==> src/rtl/fetch_loader_pkg.sv <==
// Shared constants, entry type and hit-prefix helper for the fetch loader.
package fetch_loader_pkg;

    localparam int INSTR_W     = 32;
    localparam int INSTR_BYTES = 4;
    localparam int PKG_XLEN    = 32;
    localparam int MAX_WIDTH   = 4;

    typedef struct packed {
        logic [PKG_XLEN-1:0] address;
        logic [INSTR_W-1:0]  instr;
    } fetch_entry_t;

    // Counts hits from lane 0 up to the first miss; narrower callers zero-pad.
    function automatic logic [2:0] leading_ones(input logic [MAX_WIDTH-1:0] hit);
        logic [2:0] k;
        logic       run;
        k   = 3'd0;
        run = 1'b1;
        for (int i = 0; i < MAX_WIDTH; i++) begin
            if (run && hit[i]) begin
                k = k + 3'd1;
            end else begin
                run = 1'b0;
            end
        end
        return k;
    endfunction

endpackage

==> src/rtl/fetch_loader_if.sv <==
// Cache request/response, redirect and decode-side signals of the fetch loader.
interface fetch_loader_if #(
    parameter int XLEN  = 32,
    parameter int WIDTH = 2
);
    import fetch_loader_pkg::*;

    logic                             redirect_valid;
    logic [XLEN-1:0]                  redirect_pc;
    logic [WIDTH-1:0]                 cache_read;
    logic [WIDTH-1:0][XLEN-1:0]       cache_address;
    logic [WIDTH-1:0]                 cache_hit;
    logic [WIDTH-1:0][INSTR_W-1:0]    cache_data;
    logic [WIDTH-1:0]                 out_valid;
    logic [WIDTH-1:0][XLEN-1:0]       out_address;
    logic [WIDTH-1:0][INSTR_W-1:0]    out_instr;
    logic                             stop;

    modport master (
        input  redirect_valid, redirect_pc, cache_hit, cache_data, stop,
        output cache_read, cache_address, out_valid, out_address, out_instr
    );

    modport slave (
        output redirect_valid, redirect_pc, cache_hit, cache_data, stop,
        input  cache_read, cache_address, out_valid, out_address, out_instr
    );

endinterface

==> src/rtl/fetch_loader_queue.sv <==
// Circular instruction queue with WIDTH push lanes and a WIDTH-wide head window.
module fetch_queue
    import fetch_loader_pkg::*;
#(
    parameter  int XLEN  = 32,
    parameter  int WIDTH = 2,
    parameter  int DEPTH = 8,
    localparam int CW    = $clog2(WIDTH + 1),
    localparam int AW    = $clog2(DEPTH),
    localparam int CNTW  = $clog2(DEPTH + 1)
) (
    input  logic                          clock,
    input  logic                          reset,
    input  logic                          flush,
    input  logic [CW-1:0]                 push_count,
    input  logic [WIDTH-1:0][XLEN-1:0]    push_address,
    input  logic [WIDTH-1:0][INSTR_W-1:0] push_instr,
    input  logic [CW-1:0]                 pop_count,
    output logic [CNTW-1:0]               count,
    output logic [WIDTH-1:0]              head_valid,
    output logic [WIDTH-1:0][XLEN-1:0]    head_address,
    output logic [WIDTH-1:0][INSTR_W-1:0] head_instr
);

    logic [XLEN-1:0]    mem_address [DEPTH];
    logic [INSTR_W-1:0] mem_instr   [DEPTH];
    logic [AW-1:0]      head;
    logic [AW-1:0]      tail;

    // DEPTH is a power of two, so pointer overflow is the modulo wrap.
    always_ff @(posedge clock) begin
        if (!reset || flush) begin
            head  <= '0;
            tail  <= '0;
            count <= '0;
        end else begin
            head  <= head + AW'(pop_count);
            tail  <= tail + AW'(push_count);
            count <= count + CNTW'(push_count) - CNTW'(pop_count);
        end
    end

    always_ff @(posedge clock) begin
        if (reset && !flush) begin
            for (int i = 0; i < WIDTH; i++) begin
                if (CW'(i) < push_count) begin
                    mem_address[tail + AW'(i)] <= push_address[i];
                    mem_instr[tail + AW'(i)]   <= push_instr[i];
                end
            end
        end
    end

    // Empty lanes read as zero so decode never sees stale storage.
    always_comb begin
        head_valid   = '0;
        head_address = '0;
        head_instr   = '0;
        for (int i = 0; i < WIDTH; i++) begin
            head_valid[i] = count > CNTW'(i);
            if (head_valid[i]) begin
                head_address[i] = mem_address[head + AW'(i)];
                head_instr[i]   = mem_instr[head + AW'(i)];
            end
        end
    end

endmodule

==> src/rtl/fetch_loader.sv <==
// Fetch PC, WIDTH-lane cache request, hit-prefix enqueue and redirect handling.
// Optional FETCH_LOADER_PERF_EN adds saturating miss/full/redirect counters.
module fetch_loader
    import fetch_loader_pkg::*;
#(
    parameter int              XLEN     = 32,
    parameter int              WIDTH    = 2,
    parameter int              DEPTH    = 8,
    parameter logic [XLEN-1:0] RESET_PC = '0
) (
    input  logic          clock,
    input  logic          reset,
    fetch_loader_if.master bus
`ifdef FETCH_LOADER_PERF_EN
    ,
    output logic [31:0]   perf_miss_cycles,
    output logic [31:0]   perf_full_cycles,
    output logic [31:0]   perf_redirects
`endif
);

    localparam int CW   = $clog2(WIDTH + 1);
    localparam int CNTW = $clog2(DEPTH + 1);

    logic [XLEN-1:0]                 pc;
    logic                            fetch_en;
    logic [2:0]                      k;
    logic [CW-1:0]                   push_count;
    logic [CW-1:0]                   pop_count;
    logic [CNTW-1:0]                 count;
    logic [WIDTH-1:0]                q_valid;
    logic [WIDTH-1:0][XLEN-1:0]      q_address;
    logic [WIDTH-1:0][INSTR_W-1:0]   q_instr;

    // Free space uses the registered count so stop has no path to the cache.
    always_comb begin
        fetch_en       = reset && !bus.redirect_valid
                         && ((CNTW'(DEPTH) - count) >= CNTW'(WIDTH));
        bus.cache_read = {WIDTH{fetch_en}};
        k              = fetch_en ? leading_ones(MAX_WIDTH'(bus.cache_hit)) : 3'd0;
        push_count     = CW'(k);
        if (bus.stop) begin
            pop_count = '0;
        end else if (count < CNTW'(WIDTH)) begin
            pop_count = CW'(count);
        end else begin
            pop_count = CW'(WIDTH);
        end
        bus.cache_address = '0;
        for (int i = 0; i < WIDTH; i++) begin
            bus.cache_address[i] = pc + XLEN'(INSTR_BYTES * i);
        end
    end

    always_ff @(posedge clock) begin
        if (!reset) begin
            pc <= RESET_PC;
        end else if (bus.redirect_valid) begin
            pc <= bus.redirect_pc & ~XLEN'(3);
        end else begin
            pc <= pc + (XLEN'(k) << 2);
        end
    end

    fetch_queue #(
        .XLEN  (XLEN),
        .WIDTH (WIDTH),
        .DEPTH (DEPTH)
    ) queue (
        .clock        (clock),
        .reset        (reset),
        .flush        (bus.redirect_valid),
        .push_count   (push_count),
        .push_address (bus.cache_address),
        .push_instr   (bus.cache_data),
        .pop_count    (pop_count),
        .count        (count),
        .head_valid   (q_valid),
        .head_address (q_address),
        .head_instr   (q_instr)
    );

    assign bus.out_valid   = q_valid;
    assign bus.out_address = q_address;
    assign bus.out_instr   = q_instr;

`ifdef FETCH_LOADER_PERF_EN
    always_ff @(posedge clock) begin
        if (!reset) begin
            perf_miss_cycles <= '0;
            perf_full_cycles <= '0;
            perf_redirects   <= '0;
        end else begin
            if (fetch_en && k == 3'd0 && perf_miss_cycles != '1) begin
                perf_miss_cycles <= perf_miss_cycles + 32'd1;
            end
            if (!fetch_en && !bus.redirect_valid && perf_full_cycles != '1) begin
                perf_full_cycles <= perf_full_cycles + 32'd1;
            end
            if (bus.redirect_valid && perf_redirects != '1) begin
                perf_redirects <= perf_redirects + 32'd1;
            end
        end
    end
`endif

endmodule
==> src/flat_wrapper.sv <==
// flat-port wrapper written by rule: the top's interface ports become plain ports
module fetch_loader_flat import fetch_loader_pkg::*;
#(
    parameter int              XLEN     = 32,
    parameter int              WIDTH    = 2,
    parameter int              DEPTH    = 8,
    parameter logic [XLEN-1:0] RESET_PC = '0
)
  (clock, reset, bus_redirect_valid, bus_redirect_pc, bus_cache_hit, bus_cache_data, bus_stop, bus_cache_read, bus_cache_address, bus_out_valid, bus_out_address, bus_out_instr);
  fetch_loader_if #(.XLEN(XLEN), .WIDTH(WIDTH)) bus_i ();
  input  logic clock;
  input  logic reset;
  input wire logic [$bits(bus_i.redirect_valid)-1:0] bus_redirect_valid;
  input wire logic [$bits(bus_i.redirect_pc)-1:0] bus_redirect_pc;
  input wire logic [$bits(bus_i.cache_hit)-1:0] bus_cache_hit;
  input wire logic [$bits(bus_i.cache_data)-1:0] bus_cache_data;
  input wire logic [$bits(bus_i.stop)-1:0] bus_stop;
  output wire logic [$bits(bus_i.cache_read)-1:0] bus_cache_read;
  output wire logic [$bits(bus_i.cache_address)-1:0] bus_cache_address;
  output wire logic [$bits(bus_i.out_valid)-1:0] bus_out_valid;
  output wire logic [$bits(bus_i.out_address)-1:0] bus_out_address;
  output wire logic [$bits(bus_i.out_instr)-1:0] bus_out_instr;
  assign bus_i.redirect_valid = bus_redirect_valid;
  assign bus_i.redirect_pc = bus_redirect_pc;
  assign bus_i.cache_hit = bus_cache_hit;
  assign bus_i.cache_data = bus_cache_data;
  assign bus_i.stop = bus_stop;
  assign bus_cache_read = bus_i.cache_read;
  assign bus_cache_address = bus_i.cache_address;
  assign bus_out_valid = bus_i.out_valid;
  assign bus_out_address = bus_i.out_address;
  assign bus_out_instr = bus_i.out_instr;
  fetch_loader #(.XLEN(XLEN), .WIDTH(WIDTH), .DEPTH(DEPTH), .RESET_PC(RESET_PC)) u_core (.clock(clock), .reset(reset), .bus(bus_i));
endmodule
==> config.mk <==
export PLATFORM = sky130hd
export DESIGN_NAME = fetch_loader_flat
export DESIGN_NICKNAME = d
export VERILOG_FILES = /design/src/rtl/fetch_loader_pkg.sv /design/src/rtl/fetch_loader_if.sv /design/src/rtl/fetch_loader_queue.sv /design/src/rtl/fetch_loader.sv /design/src/flat_wrapper.sv
export SDC_FILE = /design/constraint.sdc
export NUM_CORES = 1
export LEC_CHECK = 0
export ABC_CLOCK_PERIOD_IN_PS = 9000
export CAP_MARGIN = 20
export CORE_MARGIN = 8
export CORE_UTILIZATION = 44
export DETAILED_ROUTE_END_ITERATION = 7
export PLACE_DENSITY_LB_ADDON = 0.05
export SETUP_SLACK_MARGIN = 0.4
export SKIP_LAST_GASP = 1
export SYNTH_ARGS = -nofsm -noshare
export SYNTH_HDL_FRONTEND = slang
export SYNTH_SLANG_ARGS = --single-unit
==> constraint.sdc <==
create_clock -name clock -period 9 [get_ports clock]
set_input_delay 0.9 -clock clock [delete_from_list [all_inputs] [get_ports clock]]
set_output_delay 0.9 -clock clock [all_outputs]
set_load 0.02 [all_outputs]
==> metrics.md <==
| Metric | Value |
|---|---|
| Synth warn | 0 |
| Final RePlAce weighted congestion | 0.803 |
| CTS Buffer Depth | 3 |
| Netlist Area Pre-Place | 32,500 um^2 |
| Pin count of the biggest net entering global routing | 142 |
| Number of global-route vias before repair | 24,626 |
| Synthesized netlist cell count | 2,999 |
| Post-synthesis sequential area ratio | 48.2% |
| Clock power frac | 31.0% |
| Final period utilization | 66.2% |
| Skew final | 17.9 ps |
| Max Transition Viols Final | 0 |
| Max-cap violations | 0 |
| RSZ-0062 raised after global routing | false |
| Row Count | 99 |
| Antenna-violating nets left | 0 |
| Initial Util | 44.5% |
| Num ports | 298 |
| DRT Wirelength | 113,000 um |
| Share of cells above drive strength 1 | 14.3% |
| Critical Path Sink Type | output pin |
| Max Fclk | 168 MHz |
| Worst-Margin Slew | 1130 ps |
| Drc violations | 0 |
| Arrival @ worst endpoint | 5060 ps |
| Vias/cell | 5.89 |
| Count of final setup violators | 0 |
| Total GRT Usage | 26.8% |
| CTS sink cnt | 536 |
| Critical path launch point type | flip-flop |
| Area delta synth->final | 16.2% |
| Combinational Power Share | 31.9% |
| Die width | 288 um |
| CTS root buf | clkbuf_16 |
| 1st-iter DRT viols | 2,473 |
| Nets | 3,225 |
| Die H | 288 um |
| CORE AREA | 73,100 um^2 |
| Asr flop ratio synth | 0% |
| Detailed Routing Iterations Pass 1 | 5 |
| Setup Crit Path Kind | reg2out |
| Pre-CTS WS | 3280 ps |
| Primary FF master, synth | edfxtp_1 |
| Min Clock Period, post-route | 5960 ps |
| Global route overflow | 0 |
| Antenna violations before repair | 3 |
| Max_slew headroom | 24.7% |
| Hold Path Class | reg2reg |
| Setup bufs post-CTS | 0 |
| CP max-delay cell | dfxtp_4 |
| Worst VDD drop | 0.224 mV |
| Post-DP HPWL | 65,000 um |
| Die Footprint | 82,900 um^2 |
| Status | completed |
| Vias post-DR | 24,245 |
| Final WS setup | 3040 ps |
| Hold Buf Count CTS | 0 |
| Synth cell types | 54 |
| Avg WL per Cell | 27.5 um |
| Post-synth EDFFs | 496 |
| Synthesized area per cell | 10.9 um^2 |
| H-tree levels | 2 |
| IO Port Bufs | 287 |
| Crit path largest cell delay | 950 ps |
| Clock-pin slew on the worst setup and hold paths | 60 ps |
| Post-synthesis register bit count | 536 |
| CTS tree | yes |
| Cell Pwr Density | 206 nW/um^2 |
| Leakage Power | 0.0130 uW |
| WP data required | 8100 ps |
| Internal power of the cells | 5180 uW |
| Switch share | 33.5% |
| Fillers | 6,406 |
| P_sw | 2610 uW |
| Crit-path cells | buf_12, buf_4, mux4_2, mux2i_1, nor2_1, clkdlybuf4s50_1 |
| Fin. Hold Viols | 0 |
| Crit Path Max Fanout | 141 |
| Setup TNS Final | 0 ps |
| Share of total power in sequential cells | 37.1% |
| Clock latency on the worst-skew pair | 640 ps |
| Post-CTS resize count | 0 |
| First-pass GRT wire length | 164,000 um |
| CTS Buf Count | 60 |
## worst paths after layout
| path | startpoint | to | slack [ps] | cells after the start |
|---|---|---|---|---|
| max reg2reg | u_core.queue.count[1] | u_core.pc[21] | 4520 | 12 |
| min reg2reg | u_core.pc[28] | u_core.pc[28] | 730 | 3 |
| min | u_core.pc[28] | u_core.pc[28] | 730 | 3 |
| max | u_core.queue.head[0] | bus_out_address[18] | 3040 | 6 |
## critical path, delay by kind of cell (launching register included)
kind | cells | cell delay [ps]
simple gates | 1 | 80
buf+inv | 3 | 2300
flops | 1 | 950
mux | 2 | 970
## registers in the layout, indices dropped and copies added (netlist names)
name and flops:
u_core.queue.mem_address 240, u_core.queue.count 4, u_core.queue.mem_instr 256, u_core.queue.head 3, u_core.queue.tail 3, u_core.pc 30
## per-layer routing
layer,vias to the layer above,share of wire [%],routed length (um),track usage (%)
met5,-,0,0,0
met4,0,3.0,3380,8.20
met3,205,8.5,9680,4.99
met2,1182,49,55400,45.7
met1,12234,40,44800,34.7
li1,10624,-,-,-
## stage by stage
| step | area [um^2] | utilization (%) | std cells | hold WS, ps | total power (uW) |
|---|---|---|---|---|---|
| after floorplan | 32600 | - | 3006 | 578 | 4270 |
| after global placement | 35900 | 49.1 | 3999 | 705 | 5430 |
| after detailed placement | 35900 | 49.1 | 3999 | 713 | 5450 |
| after CTS | 37800 | 51.7 | 4113 | 725 | 7860 |
| after global routing | 37800 | 51.7 | 4115 | 740 | 8080 |
| final | 37800 | 51.7 | 4117 | 731 | 7790 |
## cell usage after synthesis (6+ instances only)
cell type / n / share of area, %
buf_1: 41 / 0.47
nor2_1: 125 / 1.4
or3_1: 10 / 0.19
nor2_2: 17 / 0.33
a21oi_1: 77 / 1.2
mux4_2: 248 / 17
nor3_1: 10 / 0.15
ha_1: 17 / 0.65
nand2_1: 1111 / 13
nand2b_1: 6 / 0.12
xnor2_1: 187 / 5.0
buf_4: 42 / 0.97
o21ai_0: 41 / 0.63
buf_2: 59 / 0.91
edfxtp_1: 496 / 46
and3_1: 11 / 0.21
nand4_1: 15 / 0.29
mux2i_1: 64 / 2.0
o31ai_1: 10 / 0.23
a31oi_1: 11 / 0.21
nand3_1: 15 / 0.23
xor2_1: 89 / 2.4
inv_1: 19 / 0.22
clkbuf_1: 165 / 1.9
dfxtp_1: 40 / 2.5
## final cells by class
cell class,count,area (um^2),area share (%)
diodes,3,7.51,0.0198
clock buffers,77,1620,4.27
clock inverters,37,272,0.718
inverters,22,82.6,0.218
multi-input cells,2137,15600,41.2
flip-flops and latches,536,15700,41.5
well taps,959,1200,3.17
repair buffers,346,3340,8.83
## power groups by stage
stage	logic [uW]	clock network, uW	registers, uW
after floorplan	1370	0	2900
after global placement	2490	0	2940
after detailed placement	2510	0	2940
after CTS	2520	2450	2890
after global routing	2640	2540	2900
final	2490	2420	2890
## cells in the final DEF (no fill, tap or decap), drive strengths merged, types with 4 or more instances in the layout
cell type         n
a211oi            4
a21o              4
a21oi            78
a31oi            11
and2              5
and3             11
buf              59
bufinv            4
clkbuf           77
clkdlybuf4s50   287
clkinv           32
conb              8
dfxtp            40
edfxtp          496
ha               17
inv              23
mux2i            64
mux4            248
nand2          1111
nand2b            6
nand3            15
nand4            15
nor2            142
nor2b             5
nor3             17
nor3b             4
nor4              5
o211ai            5
o21ai            41
o31ai            10
or3              10
or4               5
xnor2           187
xor2             89
## cells by family after synthesis
kind of cell | Yosys count | share of synthesized area, %
flip-flops | 536 | 48.2
adder cells (fa/ha/maj) | 20 | 0.838
buffers and inverters | 333 | 4.64
multiplexers | 312 | 19.1
other | 1 | 0.0115
XOR/XNOR | 276 | 7.43
AO/OA/AOI/OAI | 166 | 2.96
AND/OR/NAND/NOR | 1355 | 16.8
(Power assumes the default switching activity.)
